[config.mk]
export PLATFORM = sky130hd
export DESIGN_NAME = sort_engine
export DESIGN_NICKNAME = d
export VERILOG_FILES = /design/src/rtl/sort_engine.sv
export SDC_FILE = /design/constraint.sdc
export NUM_CORES = 1
export LEC_CHECK = 0
export ABC_AREA = 1
export CORE_MARGIN = 2
export CORE_UTILIZATION = 60
export CTS_CLUSTER_DIAMETER = 100
export DETAILED_ROUTE_END_ITERATION = 8
export GPL_TIMING_DRIVEN = 0
export PLACE_DENSITY = 0.79
export SKIP_CTS_REPAIR_TIMING = 1
export SLEW_MARGIN = 10
export SYNTH_ARGS = -nofsm -noshare
export SYNTH_HDL_FRONTEND = slang
export SYNTH_SLANG_ARGS = --single-unit
export TNS_END_PERCENT = 1
[constraint.sdc]
create_clock -name clk -period 4 [get_ports clk]
set_input_delay 0.6 -clock clk [delete_from_list [all_inputs] [get_ports clk]]
set_output_delay 0.6 -clock clk [all_outputs]
set_load 0.05 [all_outputs]
[src/rtl/sort_engine.sv]
// sort_engine: loads a burst of up to DEPTH unsigned words, bubble-sorts them
// in place with one compare-swap per cycle, then streams them out ascending.
//
// Handshake rule for both streams: a word moves on a rising clk edge exactly
// when valid and ready are both high; the sender keeps data/last stable while
// valid is high and ready is low, and valid never depends combinationally on
// ready.
module sort_engine #(
    parameter int INPUT_SIZE = 4,
    parameter int DEPTH      = 8
) (
    input  logic                          clk,
    input  logic                          rst,
    input  logic                          in_valid,
    output logic                          in_ready,
    input  logic [INPUT_SIZE-1:0]         in_data,
    input  logic                          in_last,
    output logic                          out_valid,
    input  logic                          out_ready,
    output logic [INPUT_SIZE-1:0]         out_data,
    output logic                          out_last,
    output logic                          busy,
    output logic [$clog2(DEPTH+1)-1:0]    count,
    output logic [1:0]                    dbg_state
);

    localparam int CW = $clog2(DEPTH + 1);
    localparam int IW = (DEPTH > 1) ? $clog2(DEPTH) : 1;

    typedef enum logic [1:0] {
        S_LOAD  = 2'd0,
        S_SORT  = 2'd1,
        S_DRAIN = 2'd2
    } state_t;

    state_t                 r_state;
    logic [CW-1:0]          r_count;
    logic [CW-1:0]          r_rd;
    logic [CW-1:0]          r_j;
    logic [CW-1:0]          r_p;
    logic                   r_in_ready;
    logic                   r_out_valid;
    logic                   r_out_last;
    logic                   r_busy;
    logic [INPUT_SIZE-1:0]  r_mem [DEPTH];

    logic                   w_accept;
    logic                   w_close;
    logic [CW-1:0]          w_cnt_inc;
    logic [CW-1:0]          w_n_m1;
    logic [CW-1:0]          w_n_m2;
    logic [CW-1:0]          w_j_inc;
    logic [CW-1:0]          w_rd_inc;
    logic [INPUT_SIZE-1:0]  w_lo;
    logic [INPUT_SIZE-1:0]  w_hi;
    logic                   w_swap;

    assign w_accept  = (r_state == S_LOAD) && in_valid && r_in_ready;
    assign w_cnt_inc = r_count + CW'(1);
    // The DEPTH-th word closes the burst whatever its in_last says.
    assign w_close   = in_last || (r_count == CW'(DEPTH - 1));
    assign w_n_m1    = r_count - CW'(1);
    assign w_n_m2    = r_count - CW'(2);
    assign w_j_inc   = r_j + CW'(1);
    assign w_rd_inc  = r_rd + CW'(1);

    // Compare pair for the current bubble step; strict less-than keeps equal
    // values in load order.
    assign w_lo   = r_mem[r_j[IW-1:0]];
    assign w_hi   = r_mem[w_j_inc[IW-1:0]];
    assign w_swap = (w_hi < w_lo);

    assign in_ready  = r_in_ready;
    assign out_valid = r_out_valid;
    assign out_last  = r_out_last;
    assign busy      = r_busy;
    assign count     = r_count;
    assign dbg_state = r_state;
    // Only entries of the live burst are ever addressed, and only in DRAIN.
    assign out_data  = r_out_valid ? r_mem[r_rd[IW-1:0]] : '0;

    // Storage: load writes during LOAD, compare-swap during SORT; no reset.
    always_ff @(posedge clk) begin
        if (w_accept) begin
            r_mem[r_count[IW-1:0]] <= in_data;
        end else if ((r_state == S_SORT) && w_swap) begin
            r_mem[r_j[IW-1:0]]     <= w_hi;
            r_mem[w_j_inc[IW-1:0]] <= w_lo;
        end
    end

    // Control FSM: LOAD -> (SORT) -> DRAIN -> LOAD, with registered outputs.
    always_ff @(posedge clk or posedge rst) begin
        if (rst) begin
            r_state     <= S_LOAD;
            r_count     <= '0;
            r_rd        <= '0;
            r_j         <= '0;
            r_p         <= '0;
            r_in_ready  <= 1'b0;
            r_out_valid <= 1'b0;
            r_out_last  <= 1'b0;
            r_busy      <= 1'b0;
        end else begin
            case (r_state)
                S_LOAD: begin
                    r_in_ready <= 1'b1;
                    if (w_accept) begin
                        r_count <= w_cnt_inc;
                        if (w_close) begin
                            r_in_ready <= 1'b0;
                            r_busy     <= 1'b1;
                            r_j        <= '0;
                            r_p        <= '0;
                            r_rd       <= '0;
                            if (r_count != '0) begin
                                r_state <= S_SORT;
                            end else begin
                                // Single word: already sorted, straight to output.
                                r_state     <= S_DRAIN;
                                r_out_valid <= 1'b1;
                                r_out_last  <= 1'b1;
                            end
                        end
                    end
                end

                S_SORT: begin
                    r_in_ready <= 1'b0;
                    if (r_j == w_n_m2) begin
                        r_j <= '0;
                        if (r_p == w_n_m2) begin
                            r_state     <= S_DRAIN;
                            r_out_valid <= 1'b1;
                            // n >= 2 here, so the first word is never the last.
                            r_out_last  <= 1'b0;
                        end else begin
                            r_p <= r_p + CW'(1);
                        end
                    end else begin
                        r_j <= w_j_inc;
                    end
                end

                S_DRAIN: begin
                    r_in_ready <= 1'b0;
                    if (out_ready) begin
                        if (r_out_last) begin
                            r_state     <= S_LOAD;
                            r_count     <= '0;
                            r_rd        <= '0;
                            r_out_valid <= 1'b0;
                            r_out_last  <= 1'b0;
                            r_busy      <= 1'b0;
                            r_in_ready  <= 1'b1;
                        end else begin
                            r_rd       <= w_rd_inc;
                            r_out_last <= (w_rd_inc == w_n_m1);
                        end
                    end
                end

                default: begin
                    r_state     <= S_LOAD;
                    r_count     <= '0;
                    r_rd        <= '0;
                    r_in_ready  <= 1'b0;
                    r_out_valid <= 1'b0;
                    r_out_last  <= 1'b0;
                    r_busy      <= 1'b0;
                end
            endcase
        end
    end

endmodule
==> metrics.md <==
| Metric | Value |
|---|---|
| 1st-iter DRT viols | `457` |
| H-tree levels | `2` |
| Ant diodes | `0` |
| Via count | `3847` |
| CTS root buf | `clkbuf_8` |
| Finish-stage setup viols | `0` |
| Register bit total from synthesis | `54` |
| Slew margin rel. | `43.8%` |
| Setup Skew | `0.00946 ns` |
| Final setup TNS | `0 ns` |
| DRC | `0` |
| Worst slew pin tran | `0.842 ns` |
| CTS tree | `built` |
| Cts bufs inserted | `5` |
| Layout fillers | `556` |
| Status | `finished clean` |
| Seq/Total Area, Yosys | `38.3%` |
| Die W | `85.1 um` |
| Syn-to-layout area delta | `11.0%` |
| WL per Instance | `15.6 um` |
| DRT Pass-1 Iters | `6` |
| Critical Path Fanout Max | `10` |
| First-pass GRT wire length | `16600 um` |
| Tcrit/Tclk final | `94.0%` |
| All-Layer GR Usage | `29.6%` |
| Die H | `85.1 um` |
| Worst min path class | `reg -> reg` |
| Worst-path clk slew | `0.10 ns` |
| Placer Congestion | `0.952` |
| FF/Latch Area | `1510 um2` |
| Yosys synthesis warning count | `0` |
| Core ar. | `6350 um2` |
| Setup CP Type | `reg -> reg` |
| Die area | `7240 um2` |
| DRT antenna net count | `0` |
| Syn Std Cell Area | `3940 um2` |
| Largest net degree at the start of global routing | `23` |
| Sink Count | `54` |
| Final wirelength | `10300 um` |
| Synth Flop Type | `edfxtp_1` |
| Synth async-reset ratio | `40.7%` |
| # IOs | `23` |
| Row count | `29` |
| Mapped Cells | `554` |
| Max cap viols | `0` |
| Critical path arrival | `3.78 ns` |
| Critical Path Start Type | `flop` |
| Syn Area/Cell | `7.12 um2` |
| Initial Util | `62.1%` |
| Fmax | `0.266 GHz` |
| Layout cells sized above 1 | `7.88%` |
| Unique cell type count in the Yosys netlist | `33` |
| Number of flops mapped to enable cells by yosys | `32` |
| Synth Net Count | `574` |
| Clock buffer depth | `2` |
| Initial antenna violation count | `0` |
| Number of global-route vias before repair | `3265` |
| Final hold slack | `0.528 ns` |
| Remaining global-route overflow | `0` |
| Tmin final | `3.76 ns` |
| Setup crit end kind | `flop` |
| Routed vias/inst | `5.82` |
| Final #Nets | `603` |
| Hold Fails Final Rpt | `0` |
| Post-DP HPWL | `8010 um` |
| Worst path required time | `4.02 ns` |
| Footprint of the multi-input gates | `2080 um2` |
| Final Max Tran Viols | `0` |
| # port buffers | `22` |
| Clk Latency, worst-skew pair | `0.32 ns` |
[cell usage after synthesis (all sizes together), types with 2 or more instances]
cell,number,area share [%]
edfxtp,32,24
xor2,7,1.6
inv,73,6.9
a31oi,4,0.63
o31ai,2,0.38
nor2,44,5.0
xnor2,8,1.8
nand2,159,16
clkbuf,8,0.76
o21ai,92,12
ha,11,3.5
nand4,2,0.32
o211ai,3,0.57
nor3,3,0.38
dfrtp,22,14
buf,10,1.7
nand3,30,4.1
a21oi,33,4.2
o22ai,7,1.1
[state kept, by name, indices dropped and copies added (netlist names)]
| signal | flops |
|---|---|
| r_mem | 32 |
| r_j | 4 |
| dbg_state | 2 |
| in_ready | 1 |
| r_rd | 4 |
| out_last | 1 |
| r_p | 4 |
| count | 4 |
| busy | 1 |
| out_valid | 1 |
[layer usage]
metal  vias to the layer above  share of wire (%)  track usage (%)
met1                      1748                 44             44.6
met2                       190                 43             43.3
met4                         0                1.2             6.49
met5                         -                  0                0
met3                        18                 12             7.59
li1                       1891                  -                -
[stage by stage]
stage	utilization, %	setup WS, ns	instances	cell area (um2)
floorplan	-	0.691	554	3940
global placement	67.1	-0.0631	653	4260
detailed placement	67.1	-0.177	653	4260
CTS	68.5	-0.212	661	4350
global route	69.0	-0.0474	661	4380
finish	69.0	0.239	661	4380
[worst paths after layout]
kind | start | end | slack, ns | cells after the start
max | r_j[0] | r_mem[2][1] | 0.24 | 15
min | busy | busy | 0.53 | 2
max reg2reg | r_j[0] | r_mem[2][1] | 0.24 | 15
min reg2reg | busy | busy | 0.53 | 2
max in group asynchronous | rst | r_j[0] | 2.69 | 2
min in group asynchronous | rst | out_valid | 0.74 | 2
[layout by cell type, fill, tap and decap left out, types with 2 or more instances in the layout]
| master | count |
|---|---|
| a21oi_1 | 33 |
| a31oi_1 | 4 |
| buf_1 | 2 |
| buf_2 | 3 |
| buf_4 | 2 |
| buf_6 | 3 |
| clkbuf_1 | 7 |
| clkbuf_8 | 5 |
| clkdlybuf4s50_1 | 22 |
| dfrtp_1 | 21 |
| edfxtp_1 | 32 |
| ha_1 | 11 |
| inv_1 | 69 |
| inv_2 | 4 |
| nand2_1 | 155 |
| nand2_2 | 2 |
| nand2_4 | 2 |
| nand3_1 | 28 |
| nand3_2 | 2 |
| nand4_1 | 2 |
| nor2_1 | 31 |
| nor2_2 | 13 |
| nor3_1 | 3 |
| o211ai_1 | 3 |
| o21ai_0 | 78 |
| o21ai_1 | 9 |
| o21ai_2 | 3 |
| o21ai_4 | 2 |
| o22ai_1 | 7 |
| o31ai_1 | 2 |
| xnor2_1 | 8 |
| xor2_1 | 7 |
[cell families after synthesis]
family,Yosys count,synth area share [%]
AOI/OAI and AO/OA,144,19.8
buffers and inverters,91,9.45
and+or+nand+nor,239,25.6
xor gates and xnor gates,15,3.33
adders and majority gates,11,3.49
DFF,54,38.3
[critical path: stages (launching register included)]
cell and delay [ns]:
dfrtp_2 0.45, clkbuf_4 0.24, buf_2 0.20, buf_2 0.24, o21ai_0 0.11, o21ai_0 0.19, nand2_1 0.11, o21ai_4 0.16
inv_1 0.08, ha_1 0.33, a211oi_4 0.48, a21boi_0 0.30, nor2_1 0.11, nor2_2 0.18, nand2_1 0.11, nand2_1 0.16
[final cells by class]
| class | count | share of cell area, % |
|---|---|---|
| inverter | 73 | 6.26 |
| tap | 77 | 2.20 |
| clock inverter | 3 | 0.457 |
| multi-input combinational | 409 | 47.5 |
| clock buffer | 5 | 1.57 |
| buffer | 17 | 2.23 |
| sequential | 54 | 34.5 |
| timing repair buffer | 23 | 5.20 |
Power is left out: the tool's default activity adds up to more than one toggle a clock period on the data nets, which glitch-free logic cannot reach.
